<file path="src/rtl/alu_mul_sequencer.sv">
// Multi-cycle MUL controller: borrows the EXE-stage ALU for a shift-and-add loop,
// stalling the pipeline while busy and returning the low N bits of the product with N/Z flags.
module alu_mul_sequencer #(
    parameter int N = 32
) (
    input  logic         clk,
    input  logic         rst,
    input  logic         startIn,
    input  logic         abortIn,
    input  logic [N-1:0] Val1In,
    input  logic [N-1:0] Val2In,
    input  logic [N-1:0] aluResIn,
    output logic [N-1:0] aluVal1Out,
    output logic [N-1:0] aluVal2Out,
    output logic [3:0]   aluCmdOut,
    output logic         busyOut,
    output logic         readyOut,
    output logic         doneOut,
    output logic [N-1:0] resultOut,
    output logic [1:0]   nzOut
);

    localparam int CW = $clog2(N) + 1;
    localparam logic [3:0] ALU_ADD = 4'b0010;
    localparam logic [3:0] ALU_NOP = 4'b0000;

    typedef enum logic [1:0] {
        IDLE = 2'd0,
        RUN  = 2'd1,
        DONE = 2'd2
    } state_t;

    state_t         state;
    logic [N-1:0]   mcand;
    logic [N-1:0]   mplier;
    logic [N-1:0]   acc;
    logic [CW-1:0]  count;
    logic           busy;
    logic           ready;
    logic           done;
    logic [N-1:0]   result;
    logic [1:0]     nz;

    logic [N-1:0]   mplier_next;
    logic           last_step;

    // The count limit can only coincide with the multiplier running out of bits.
    assign mplier_next = mplier >> 1;
    assign last_step   = (mplier_next == '0) || (count == CW'(N - 1));

    always_ff @(posedge clk) begin
        if (rst) begin
            state  <= IDLE;
            mcand  <= '0;
            mplier <= '0;
            acc    <= '0;
            count  <= '0;
            busy   <= 1'b0;
            ready  <= 1'b1;
            done   <= 1'b0;
            result <= '0;
            nz     <= 2'b01;
        end else begin
            done <= 1'b0;
            unique case (state)
                IDLE: begin
                    if (!abortIn && startIn) begin
                        mcand  <= Val1In;
                        mplier <= Val2In;
                        acc    <= '0;
                        count  <= '0;
                        ready  <= 1'b0;
                        if (Val2In == '0) begin
                            state  <= DONE;
                            done   <= 1'b1;
                            result <= '0;
                            nz     <= 2'b01;
                        end else begin
                            state <= RUN;
                            busy  <= 1'b1;
                        end
                    end
                end
                RUN: begin
                    if (abortIn) begin
                        state <= IDLE;
                        busy  <= 1'b0;
                        ready <= 1'b1;
                    end else begin
                        acc    <= aluResIn;
                        mcand  <= mcand << 1;
                        mplier <= mplier_next;
                        count  <= count + 1'b1;
                        if (last_step) begin
                            state  <= DONE;
                            busy   <= 1'b0;
                            done   <= 1'b1;
                            result <= aluResIn;
                            nz     <= {aluResIn[N-1], aluResIn == '0};
                        end
                    end
                end
                DONE: begin
                    state <= IDLE;
                    ready <= 1'b1;
                end
                default: begin
                    state <= IDLE;
                    busy  <= 1'b0;
                    ready <= 1'b1;
                end
            endcase
        end
    end

    // ALU operands are decoded purely from registered state, never from inputs.
    always_comb begin
        aluVal1Out = '0;
        aluVal2Out = '0;
        aluCmdOut  = ALU_NOP;
        if (state == RUN) begin
            aluVal1Out = acc;
            aluVal2Out = mplier[0] ? mcand : '0;
            aluCmdOut  = ALU_ADD;
        end
    end

    assign busyOut   = busy;
    assign readyOut  = ready;
    assign doneOut   = done;
    assign resultOut = result;
    assign nzOut     = nz;

    a_count_never_sole_exit: assert property (
        @(posedge clk) disable iff (rst)
        (state == RUN && count == CW'(N - 1)) |-> (mplier_next == '0)
    );

endmodule

</file>
<file path="config.mk">
export PLATFORM = sky130hd
export DESIGN_NAME = alu_mul_sequencer
export DESIGN_NICKNAME = d
export VERILOG_FILES = /design/src/rtl/alu_mul_sequencer.sv
export SDC_FILE = /design/constraint.sdc
export NUM_CORES = 1
export LEC_CHECK = 0
export ABC_AREA = 1
export BUFFER_PORTS_ARGS = -buffer_cell sky130_fd_sc_hd__buf_4
export CAP_MARGIN = 0
export CORE_ASPECT_RATIO = 1.5
export CORE_UTILIZATION = 43
export CTS_CLUSTER_SIZE = 40
export DETAILED_ROUTE_END_ITERATION = 7
export PLACE_DENSITY = 0.69
export SETUP_SLACK_MARGIN = 0.5
export SLEW_MARGIN = 5
export SYNTH_ARGS = -nofsm -noshare
export SYNTH_HDL_FRONTEND = slang
export SYNTH_SLANG_ARGS = --single-unit
</file>
<file path="constraint.sdc">
create_clock -name clk -period 1.7 [get_ports clk]
set_input_delay 0.34 -clock clk [delete_from_list [all_inputs] [get_ports clk]]
set_output_delay 0.34 -clock clk [all_outputs]
set_load 0.02 [all_outputs]
</file>
**Word-level counts from Yosys, hierarchy flattened**

Cells that the tools add are included.

- Bits in registers: 141
- Latch bits: 0
- Memory bits (writable): 0
- Memory bits (read-only): 0
- Memories: 0

- $add $sub $neg: 1
- Multipliers: 0
- Divide/modulo/power cells: 0
- $lt $le $gt $ge: 0
- Equal/unequal tests: 10
- Shift operators: 0
- Mux-type cells: 44
- Bitwise gates (word level): 1
- Reduce and logical (&&, ||, !) cells: 13

Operator list:

| operator | number |
|---|---|
| two-way mux 32 bit | 13 |
| case mux 32 bit (2 select lines) | 4 |
| logical NOT 32 bit | 3 |
| two-way mux 2 bit | 9 |
| two-way mux 6 bit | 2 |
| inequality test 2 bit (second input constant) | 6 |
| case mux 6 bit (2 select lines) | 1 |
| two-way mux 1 bit | 10 |
| case mux 2 bit (2 select lines) | 2 |
| adder 6 x 1 -> 6 bit (second input constant) | 1 |
| equality test 6 x 5 -> 1 bit (second input constant) | 1 |
| AND reduction 5 bit | 1 |
| case mux 1 bit (2 select lines) | 2 |
| AND reduction 2 bit | 2 |
| AND reduction 4 bit | 1 |
| inequality test 3 bit (second input constant) | 1 |
| case mux 1 bit (3 select lines) | 1 |
| AND reduction 3 bit | 1 |
| equality test 2 x 1 -> 1 bit (second input constant) | 1 |
| equality test 2 bit (second input constant) | 1 |
| logical NOT 2 bit | 1 |
| nonzero test 2 bit | 1 |
| logical AND 1 bit | 1 |
| logical NOT 1 bit | 1 |
| 2 further kinds | 2 |

**Depth between registers and ports, before layout**

- Depth after elaboration: 5
- Depth in mapped cells: 11
- Gate-level depth less buffers: 10

**Worst setup path after synthesis**

No wires, ideal clock.

- Kind: flip-flop to output port
- Start point: register state[0]
- End point: output port aluVal1Out[0]
- Arrival: 1.363 ns
- Data required time: 1.360 ns
- Path slack: -0.003 ns
- Cell stages (with the launch flop): 8
- Buffers on the path: 3
- Cell sequence: dfxtp_1 inv_2 nor2_4 inv_2 buf_2 buf_2 buf_2 nor2_1

- Longest elaborated chain between the ends: 2

Ends and longest elaborated chain:

| item | line | source |
|---|---|---|
| from (decl) | 33 | `state_t state;` |
| from (signal assigned) | 53 | `state <= IDLE;` |
| from (signal assigned) | 74 | `state <= DONE;` |
| from (signal assigned) | 79 | `state <= RUN;` |
| equality test 2 x 1 -> 1 bit | 121 | `if (state == RUN) begin` |
| two-way mux 32 bit | 121 |  |
| to (decl) | 13 | `output logic [N-1:0] aluVal1Out,` |

Every way passes these cells.

**Worst setup path in the final report**

- Start point: register state[0]
- End point: output port aluVal2Out[3]

- Longest elaborated chain between the ends: 2

Ends and longest elaborated chain:

| item | line | source |
|---|---|---|
| equality test 2 x 1 -> 1 bit | 121 |  |
| two-way mux 32 bit | 121 |  |
| to (decl) | 14 | `output logic [N-1:0] aluVal2Out,` |

Every way passes these cells.

==> reports/results.tsv <==
metric	value	unit
Ant. Diodes	0	
Crit. Startpoint	state[0]	
area share of fa/ha/maj cells after synthesis	0.195	%
Worst Hold Class	input port to flip-flop	
Worst-path clk slew	0.07	ns
Clock Latency Late Sink	0.43	ns
gpl congestion	0.823	
core area	14600	sq um
Post-Place Worst Slack	-0.0776	ns
DRT iter0 DRCs	234	
post-DP HPWL	12700	microns
DIE HEIGHT	152	microns
Synth Cell Area	6420	sq um
CTS Buf Count	17	
min-delay src	Val1In[31]	
Critical Path Fanout Max	13	
r2r startpoint	state[0]	
die area	15400	sq um
Routed Antenna Nets	0	
Final Hold Fails	0	
power consumption	10.4	mW
main combinational cell family by area after synthesis	simple AND/OR/NAND/NOR gates	
max incr delay on CP	0.35	ns
Synth Area in Compound Gates	19.6	%
kind of critical path	flip-flop to output port	
Slowest cell on crit path	dfxtp_2	
final worst setup slack	-0.184	ns
maximum clock frequency	531	MHz
Worst Path Buf+Inv	4	
CTS tree	yes	
largest net degree at the start of global routing	71	
Worst setup SP type	flip-flop	
Synth Instances	955	
Sink Count	140	
part of the cycle the worst path needs	111	%
routed wire length	21000	microns
#FFs+latches synth	140	
CP delay by family, top	buffers and inverters	
vias	7082	
worst path cell trace	inv_2 -> nor2_4 -> inv_8 -> buf_16 -> nor2_4 -> buf_6	
Final #Nets	1269	
Post-Synthesis Mean Instance Area	6.73	sq um
Post-CTS Hold Buffers	0	
Die W	102	microns
RSZ-0062 raised after global routing	yes	
number of core rows	54	
minimum clock period	1.88	ns
Max Slew Vio Count	0	
final clock skew	0.0158	ns
CP dominant cell by count	nor2_4	
number of vias per cell	5.14	
violated checks	negative setup slack	
Required @ worst endpoint	1.36	ns
synth unique cells	29	
I/O Pins	205	
max_slew headroom	65.3	%
final setup fails	98	
Worst VDD drop	0.000624	V
H-tree Lvls	4	
Root Buffer	clkbuf_16	
total gr overflow	0	
Leak	4.40	nW
vias in the first global route	6478	
proportion of synthesized area in mux cells	0	%
hold slack final	0.188	ns
Longest Clk Path Bufs	2	
Tot GR Track Use	25.3	%
sequential-to-total area share from yosys stat	43.6	%
simple-gate portion of the synthesized area	26.2	%
XOR/XNOR share of the synthesized area	0	%
initial antenna violation count	0	
DR WL/cell	15.2	microns
number of max-cap violations	0	
crit end category	output port	
status	finished with violations	
Power Density	1020	nW/um^2
drc violations	0	
port bufs	201	
Yosys Warn Count	0	
Syn-to-layout area delta	59.6	%
DR pass1 iterations	4	
Slew @ Worst Pin	0.516	ns
layout cell share with drive strength beyond 1	35.2	%
first-pass GRT wire length	30300	microns
Crit path arrival time	1.54	ns
Initial Util	44.0	%
-- area by class of cell --
class	instances	area [sq um]
Fill cell	1232	4340
Multi-Input combinational cell	668	3690
Sequential cell	140	2810
Timing Repair Buffer	265	2620
Clock buffer	17	425
Inverter	76	322
Tap cell	196	245
Clock inverter	15	151
-- worst paths after layout --
check	end	slack (ns)	depth (start not counted)
worst min-delay path	mcand[31]	0.19	3
worst max-delay path	aluVal2Out[3]	-0.18	6
worst max register to register	resultOut[15]	-0.07	13
worst min register to register	resultOut[27]	0.47	2
-- cells in the mapped netlist --
library cell  count  area [sq um]
buf_2            24           120
buf_1             1          3.75
nand2_4           1          11.3
a21o_1            1          7.51
nor3_1            2          10.0
nand3_1           8          40.0
nor4_1            8          50.1
nor3b_1           1          7.51
clkbuf_1         33           124
buf_6             6          67.6
nor2_1          186           698
nand2_2           2          12.5
nand4_1           3          18.8
nand2_1         214           803
dfxtp_1         140          2800
or2_0             1          6.26
a21oi_1          49           245
o21ai_0          77           385
inv_2             6          22.5
a211oi_1          2          15.0
o21ai_1          44           220
a31oi_1          62           388
nor2_2            2          12.5
ha_1              1          12.5
clkbuf_2          2          10.0
conb_1            1          3.75
buf_4             7          52.6
nor2_4            1          11.3
inv_1            70           263
-- report_power, final --
part	switching (mW)	internal, mW
logic	1.62	1.29
registers	0.233	3.64
clock network	1.60	2.06
-- placed cells by master (no fill, tap or decap), drive strengths merged, types with 2 or more instances in the layout --
cell type	synthesis	final
a211oi	2	2
nand3	8	8
clkinv	0	3
a21oi	49	49
nand4	3	3
o21ai	121	121
buf	38	253
dfxtp	140	140
bufbuf	0	5
a31oi	62	62
clkinvlp	0	4
conb	1	3
clkbuf	35	24
nand2	217	217
nor4	8	8
nor3	2	2
inv	76	83
nor2	189	189
-- stage by stage --
step | TNS [ns] | utilization [%] | instance area [sq um] | instances
6_report | -10.43 | 70.3 | 10300 | 1377
5_1_grt | -15.61 | 70.3 | 10300 | 1377
4_1_cts | -8.22 | 66.3 | 9670 | 1356
3_5_place_dp | -1.61 | 59.7 | 8710 | 1306
3_3_place_gp | -1.03 | 59.7 | 8710 | 1306
2_1_floorplan | 0 | - | 7070 | 957
-- what timing repair did --
action	4_1_cts	5_1_grt
pin swaps	1	18
buffers inserted	11	12
endpoints found under the setup margin	238	242
gates resized for setup	16	91
cloned	7	9
-- worst register-to-register path: stages, from the launching register on --
cell,delay [ns]
dfxtp_2,0.35
inv_2,0.06
nor2_4,0.16
buf_4,0.14
buf_6,0.12
buf_6,0.11
nand2_2,0.07
inv_2,0.06
nand2_2,0.06
nand2_4,0.14
buf_6,0.15
buf_16,0.12
o21ai_1,0.06
nor2_1,0.11
-- per-layer routing --
layer  up-vias  wire length (microns)  share of wire (%)  GRT usage [%]
met3        55                   1310                6.2           5.60
met5         -                      0                  0              0
met4         0                    714                3.4           10.6
met1      3229                   8040                 38           28.4
met2       272                  10900                 52           45.3
li1       3526                      -                  -              -
-- sequential cells by signal, summed over array words and instances, names as in the netlist --
register	cells
acc	32
busyOut	1
count	6
doneOut	1
mcand	32
mplier	32
nzOut	1
readyOut	1
resultOut	32
state	2
-- kinds of logic (layout without fill, tap and decap cells) --
family / Yosys count / count (layout)
other: 1 / 3
flip-flops: 140 / 140
AND/OR/NAND/NOR: 429 / 429
adder cells (fa/ha/maj): 1 / 1
buffers and inverters: 149 / 373
AO/OA/AOI/OAI: 235 / 235
No activity file was read; power rests on OpenSTA's default activity.
